==> src/rtl/seq_pkg.sv <==
// Shared constants and helpers for the parameterised sequence detector.
package seq_pkg;

    localparam logic FOUND    = 1'b1;
    localparam logic NOTFOUND = 1'b0;

    // Bits needed to encode states S0..Sn.
    function automatic int state_width(input int n);
        return $clog2(n + 1);
    endfunction

endpackage

==> src/rtl/seq_match_counter.sv <==
// Saturating match counter with synchronous clear; clear wins over increment.
module seq_match_counter
    import seq_pkg::*;
#(
    parameter int unsigned CW = 8
) (
    input  logic          clk,
    input  logic          reset,
    input  logic          clr,
    input  logic          inc,
    output logic [CW-1:0] count,
    output logic          sat
);

    if (CW < 1 || CW > 16) begin : g_bad_cw
        $error("seq_match_counter: CW must be in 1..16");
    end

    logic [CW-1:0] count_q, count_d;

    assign sat   = (count_q == {CW{1'b1}});
    assign count = count_q;

    always_comb begin
        count_d = count_q;
        if (clr) begin
            count_d = '0;
        end else if (inc && !sat) begin
            count_d = count_q + 1'b1;
        end
    end

    always_ff @(posedge clk) begin
        if (reset) begin
            count_q <= '0;
        end else begin
            count_q <= count_d;
        end
    end

endmodule

==> src/rtl/seq_detector_param.sv <==
// Moore serial pattern detector; next-state table is built at elaboration
// from PATTERN using the longest-suffix-that-is-a-prefix rule.
module seq_detector_param
    import seq_pkg::*;
#(
    parameter int unsigned       N       = 4,
    parameter logic [N-1:0]      PATTERN = 4'b1001,
    parameter int unsigned       OVERLAP = 1,
    parameter int unsigned       CW      = 8
) (
    input  logic                      clk,
    input  logic                      reset,
    input  logic                      x,
    input  logic                      en,
    input  logic                      clr,
    output logic                      y,
    output logic [CW-1:0]             count,
    output logic                      sat,
    output logic [state_width(N)-1:0] progress
);

    if (N < 2 || N > 8) begin : g_bad_n
        $error("seq_detector_param: N must be in 2..8");
    end

    localparam int SW    = state_width(N);
    localparam int TblSz = 2 ** (SW + 1);

    // State reached from Sk on bit b. With OVERLAP=0, SN behaves as S0.
    function automatic logic [SW-1:0] kmp_next(input int k, input logic b);
        logic [N:0] s;
        int         start;
        int         len;
        int         best;
        logic       ok;
        start = (k == int'(N) && OVERLAP == 0) ? 0 : k;
        s     = '0;
        for (int i = 0; i < int'(N); i++) begin
            s[i] = PATTERN[int'(N) - 1 - i];
        end
        s[start] = b;
        len      = start + 1;
        best     = 0;
        for (int j = 1; j <= int'(N); j++) begin
            if (j <= len) begin
                ok = 1'b1;
                for (int t = 0; t < int'(N); t++) begin
                    if (t < j) begin
                        if (s[len - j + t] != PATTERN[int'(N) - 1 - t]) begin
                            ok = 1'b0;
                        end
                    end
                end
                if (ok) begin
                    best = j;
                end
            end
        end
        return SW'(best);
    endfunction

    // Indexed by {state, x}; unreachable encodings fall back to S0.
    logic [SW-1:0] nxt_tab [TblSz];

    for (genvar g = 0; g < TblSz; g++) begin : g_tbl
        if ((g / 2) <= int'(N)) begin : g_live
            assign nxt_tab[g] = kmp_next(g / 2, logic'(g % 2));
        end else begin : g_dead
            assign nxt_tab[g] = '0;
        end
    end

    logic [SW-1:0] state_q, state_d;
    logic          inc;

    always_comb begin
        state_d = state_q;
        if (en) begin
            state_d = nxt_tab[{state_q, x}];
        end
    end

    always_ff @(posedge clk) begin
        if (reset) begin
            state_q <= '0;
        end else begin
            state_q <= state_d;
        end
    end

    assign inc      = en && (state_d == SW'(N));
    assign y        = (state_q == SW'(N)) ? FOUND : NOTFOUND;
    assign progress = state_q;

    seq_match_counter #(
        .CW (CW)
    ) u_counter (
        .clk   (clk),
        .reset (reset),
        .clr   (clr),
        .inc   (inc),
        .count (count),
        .sat   (sat)
    );

endmodule

==> config.mk <==
export PLATFORM = sky130hd
export DESIGN_NAME = seq_detector_param
export DESIGN_NICKNAME = d
export VERILOG_FILES = /design/src/rtl/seq_pkg.sv /design/src/rtl/seq_match_counter.sv /design/src/rtl/seq_detector_param.sv
export SDC_FILE = /design/constraint.sdc
export NUM_CORES = 1
export LEC_CHECK = 0
export CORE_AREA = 2 2 39 41
export CTS_CLUSTER_DIAMETER = 120
export DETAILED_ROUTE_END_ITERATION = 6
export DIE_AREA = 0 0 41 43
export DONT_BUFFER_PORTS = 1
export PLACE_DENSITY = 0.67
export SKIP_CTS_REPAIR_TIMING = 1
export SYNTH_ARGS = -nofsm -noshare
export SYNTH_HDL_FRONTEND = slang
export SYNTH_SLANG_ARGS = --single-unit
==> constraint.sdc <==
create_clock -name clk -period 2.89 [get_ports clk]
set_input_delay 0.578 -clock clk [delete_from_list [all_inputs] [get_ports clk]]
set_output_delay 0.578 -clock clk [all_outputs]
set_load 0.01 [all_outputs]
---- Word level (Yosys, flattened, before mapping) ----
Memories as Yosys holds them, arrays and structs flattened.
Cells that the tools add are included.
operators by class
  add/sub/neg operators ................... 1
  $lt $le $gt $ge ......................... 1
  equality and inequality tests ........... 3
  muxes and demuxes ....................... 4
  bitwise logic cells ..................... 1
  reductions and logical operators ........ 4
operators with widths
  cell                                                           count
  3-bit 2-to-1 mux                                               3
  8-bit by 1-bit adder with 8-bit output, second input constant  1
  8-bit equality test, second input constant                     1
  3-bit equality test, second input constant                     2
  5-bit greater-or-equal comparator, second input constant       1
  4-bit inverter with 5-bit output                               1
  1-bit logical AND                                              2
  2-bit OR reduction                                             1
  1-bit zero test                                                1
  1-bit 2-to-1 mux                                               1
storage, ports and cells
  register bits ........................... 11
  memory bits (read-only) ................. 48
  output and inout bits ................... 13
  logic and storage cells ................. 17
  memories kept ........................... 1
memory list
  memory           depth  width  rd ports  clocked after memory_dff  write ports  line                      source
  (no name shown)  16     3      1         0                         0            seq_detector_param.sv:79  state_d = nxt_tab[{state_q, x}];

---- Logic depth before layout (Yosys ltp) ----
  depth in word-level cells ............... 8
  depth in mapped cells ................... 5

---- Hierarchy ----
From an unflattened synthesis, not the netlist that was laid out.
second synthesis, totals
  cell total of the unflattened synthesis .. 66
  area, all modules ....................... 619.3 um^2
modules (own cells, without submodules)
  module              instances  cells each  area an instance (um^2)  sequential area each (um^2)
  seq_match_counter   1          45          425.4                    160.2
  seq_detector_param  1          21          193.9                    60.1

---- Least setup slack after synthesis ----
No wires, ideal clock.
  path kind ............................... in2reg
  start point ............................. in x
  end point ............................... reg u_counter.count_q[7], in the netlist u_counter.count[7]
  arrival time ............................ 1.480 ns
  required time ........................... 2.774 ns
  slack ................................... 1.294 ns
  stages .................................. 4
  path buffers ............................ 0
  cell sequence ........................... nand3_2 -> nor4_4 -> or3b_1 -> and3_1
between the ends
  word-level cells in the longest chain between the ends .. 8
ends and longest elaborated chain
  item                                                    line                      source
  from (decl)                                             seq_detector_param.sv:13  input logic x,
  4-bit inverter with 5-bit output (implied by the code)  seq_detector_param.sv:79
  memory 16 x 3 bit                                       -
  3-bit 2-to-1 mux (implied by the code) (2 in a row)     seq_detector_param.sv:79
  3-bit 2-to-1 mux                                        seq_detector_param.sv:78  if (en) begin
  3-bit equality test                                     seq_detector_param.sv:91  assign inc = en && (state_d == SW'(N));
  1-bit logical AND                                       seq_detector_param.sv:91
  1-bit logical AND                                       seq_match_counter.sv:28   end else if (inc && !sat) begin
  to (signal assigned)                                    seq_match_counter.sv:37   count_q <= count_d;
  to (decl)                                               seq_match_counter.sv:19   logic [CW-1:0] count_q, count_d;
Every way passes these cells. The select of a mux whose other input is x is not followed.
A chain may end at the register's enable or synchronous reset.

---- Final worst setup path ----
  start point ............................. reg u_counter.count_q[3], in the netlist u_counter.count[3]
  end point ............................... out sat
between the ends
  word-level cells in the longest chain between the ends .. 1
ends and longest elaborated chain
  item                 line                      source
  8-bit equality test  seq_match_counter.sv:21   assign sat = (count_q == {CW{1'b1}});
  to (decl)            seq_detector_param.sv:18  output logic sat,
Every way passes these cells.

==> summary.txt <==
Floorplanning
  – Die area: 1760 sq um
  – Initial Util: 0.435
  – Chip height: 43 microns
  – Die width: 41 microns
  – FP Rows: 14
  – # IOs: 18
  – Area of the core: 1380 sq um

STA
  – Clk_skew: 0.00291 ns
  – RSZ-0062 raised after global routing: no
  – Period utilization: 0.681
  – Worst Slack Setup Final: 0.921 ns
  – Slew at the pin closest to its max-slew limit: 0.480 ns
  – Slew margin rel.: 0.679
  – Final Hold Vio Count: 0
  – Slew Viols, Final: 0
  – F_max: 508 MHz
  – Fin Setup TNS: 0 ns
  – # setup viols final: 0
  – Post-route minimum period: 1.97 ns

Power
  – Maximum vdd drop: 0.000207 V
  – Leak: 0.237 nW
  – PwrDens: 440 nW/um^2

Clock network
  – CTS tree: built
  – H-tree depth: 1
  – Root buf cell: clkbuf_4
  – Reg clk slew, reported paths: 0.07 ns
  – Clock sink count: 11
  – CTS max path bufs: 2
  – CTS buffer count: 3
  – Worst-Skew Late Latency: 0.28 ns

Synthesis
  – Synth Area in Adders: 0.0208
  – Synthesized Nets: 77
  – Post-Synth XOR/XNOR Area: 0.0146
  – Synth Area in Simple Gates: 0.351
  – Post-synth design cell area: 602 sq um
  – Top cells by count, synth: dfxtp_1 (11), nand2_1 (7), nor2_1 (5)
  – Synth top area share: 0.366
  – Avg Inst Size Synth: 8.48 sq um
  – Netlist cell types: 36
  – Dominant cells by area after synthesis: dfxtp_1 (37%), nand2_1 (4.4%), and3_1 (4.2%)
  – Synth Warn #: 0
  – Post-synth EDFFs: 0
  – Multiplexer share of the synthesized area: 0.0166
  – #FFs+latches synth: 11
  – Most frequent cell after synthesis: dfxtp_1
  – Sequential-to-total area share from yosys stat: 0.366
  – Post-synth top flop: dfxtp_1
  – Cell taking the most area after synthesis: dfxtp_1
  – Fraction of registers with async set/reset: 0
  – Compound-Gate Fraction of Synth Area: 0.195
  – Mapped Cells: 71
  – Largest family of logic cells by synthesized area: simple AND/OR/NAND/NOR gates

Placement
  – Inst Count DP: 85
  – DP Worst Slack: 1.18 ns
  – Port Buffer Count: 0
  – GPL Wtd Cong: 0.765
  – DP HPWL: 904 microns

Setup path
  – Crit-path cells: and2_0, and4_1
  – Critical Path Source Type: register
  – Critical path required time: 2.31 ns
  – CP max stage cell: dfxtp_1
  – Worst-path maximum fanout: 6
  – Crit. End Element: primary output
  – Arrival @ worst endpoint: 1.39 ns
  – WS Path Type: register to primary output
  – Buffers & Inverters on Critical Path: 0
  – Crit path max-delay family: simple AND/OR/NAND/NOR gates
  – CP peak stage delay: 0.45 ns

Global route
  – GRT Util Overall: 0.161
  – First-pass GRT wire length: 1.79 mm
  – Vias in the first global route: 429
  – Initial antenna violation count: 0
  – Largest net degree at the start of global routing: 10
  – Total grt overflow: 0

Drt
  – Post-route ant nets: 0
  – DR vias/cell: 5.93
  – Post-DR wirelength/cell: 13.7 microns
  – Iteration-0 DRC Markers: 7
  – Via count: 528
  – # DRC: 0
  – 1st-pass router iterations: 4
  – Detailed Route WL: 1.22 mm

Final layout
  – Share of cells above drive strength 1: 0.0959
  – Antenna cells: 0
  – # fillers: 151
  – NumNets Final: 80
  – Non-Filler Instances: 89
  – Final Core Density: 0.461
  – Area Overhead vs Synth: 6.03%

Hold path
  – Hold Crit Class: primary input to register

Flow run
  – Max Cap Viol: 0

Status
  – Status: complete, no violations
==> logic make-up (layout without fill, tap and decap cells) <==
| logic type | Yosys count | after routing |
|---|---|---|
| AOI/OAI and AO/OA | 18 | 18 |
| xor gates and xnor gates | 1 | 1 |
| adders and majority gates | 1 | 1 |
| buffers and inverters | 5 | 7 |
| DFF | 11 | 11 |
| muxes | 1 | 1 |
| and+or+nand+nor | 34 | 34 |
==> path summary, 6_finish.rpt <==
check	start	end	slack, ns	depth (start not counted)
worst min-delay path	reset	progress[1]$_SDFF_PP0_	0.36	1
worst max register to register	u_counter.count[0]$_SDFFE_PP0P_	u_counter.count[4]$_SDFFE_PP0P_	1.17	5
worst max-delay path	u_counter.count[3]$_SDFFE_PP0P_	sat	0.92	2
worst min register to register	u_counter.count[3]$_SDFFE_PP0P_	u_counter.count[3]$_SDFFE_PP0P_	0.55	1
==> registers in the layout, summed over array words and instances (netlist names) <==
register         count
progress             3
u_counter.count      8
==> final cells by class <==
type	count	area [sq um]	share of cell area
multi-input combinational	55	360	0.565
inverter	3	11.3	0.0176
sequential	11	220	0.345
clock buffer	4	26.3	0.0412
tap	16	20.0	0.0314
==> cells in the final DEF (no fill, tap or decap), drive strengths merged, types with 2 or more instances in the layout <==
cell	count
and3	4
o21ai	4
a21oi	4
clkbuf	4
dfxtp	11
inv	3
nand2	7
nor2	5
a31oi	2
nand4	2
nand3	3
nand2b	3
and2	2
==> power breakdown <==
part	total (mW)	internal [mW]	switching, mW
clock network	0.109	0.0536	0.0556
registers	0.158	0.153	0.00504
logic	0.0132	0.00641	0.00683
total	0.281	0.213	0.0675
==> routing by layer <==
layer,global-route usage,vias up,routed length [microns]
met5,0,-,0
met4,0.140,0,40
met3,0.0785,5,117
met2,0.219,16,536
met1,0.176,242,529
li1,-,265,-
==> metrics by stage <==
| stage | instance area, sq um | total power, mW | hold WS [ns] |
|---|---|---|---|
| after CTS | 638 | 0.283 | 0.355 |
| after detailed placement | 612 | 0.176 | 0.540 |
| after global placement | 612 | 0.175 | 0.526 |
| final | 638 | 0.281 | 0.357 |
| after floorplan | 602 | 0.174 | 0.498 |
| after global routing | 638 | 0.295 | 0.342 |
Note: power is estimated with default switching activity, not from simulation.
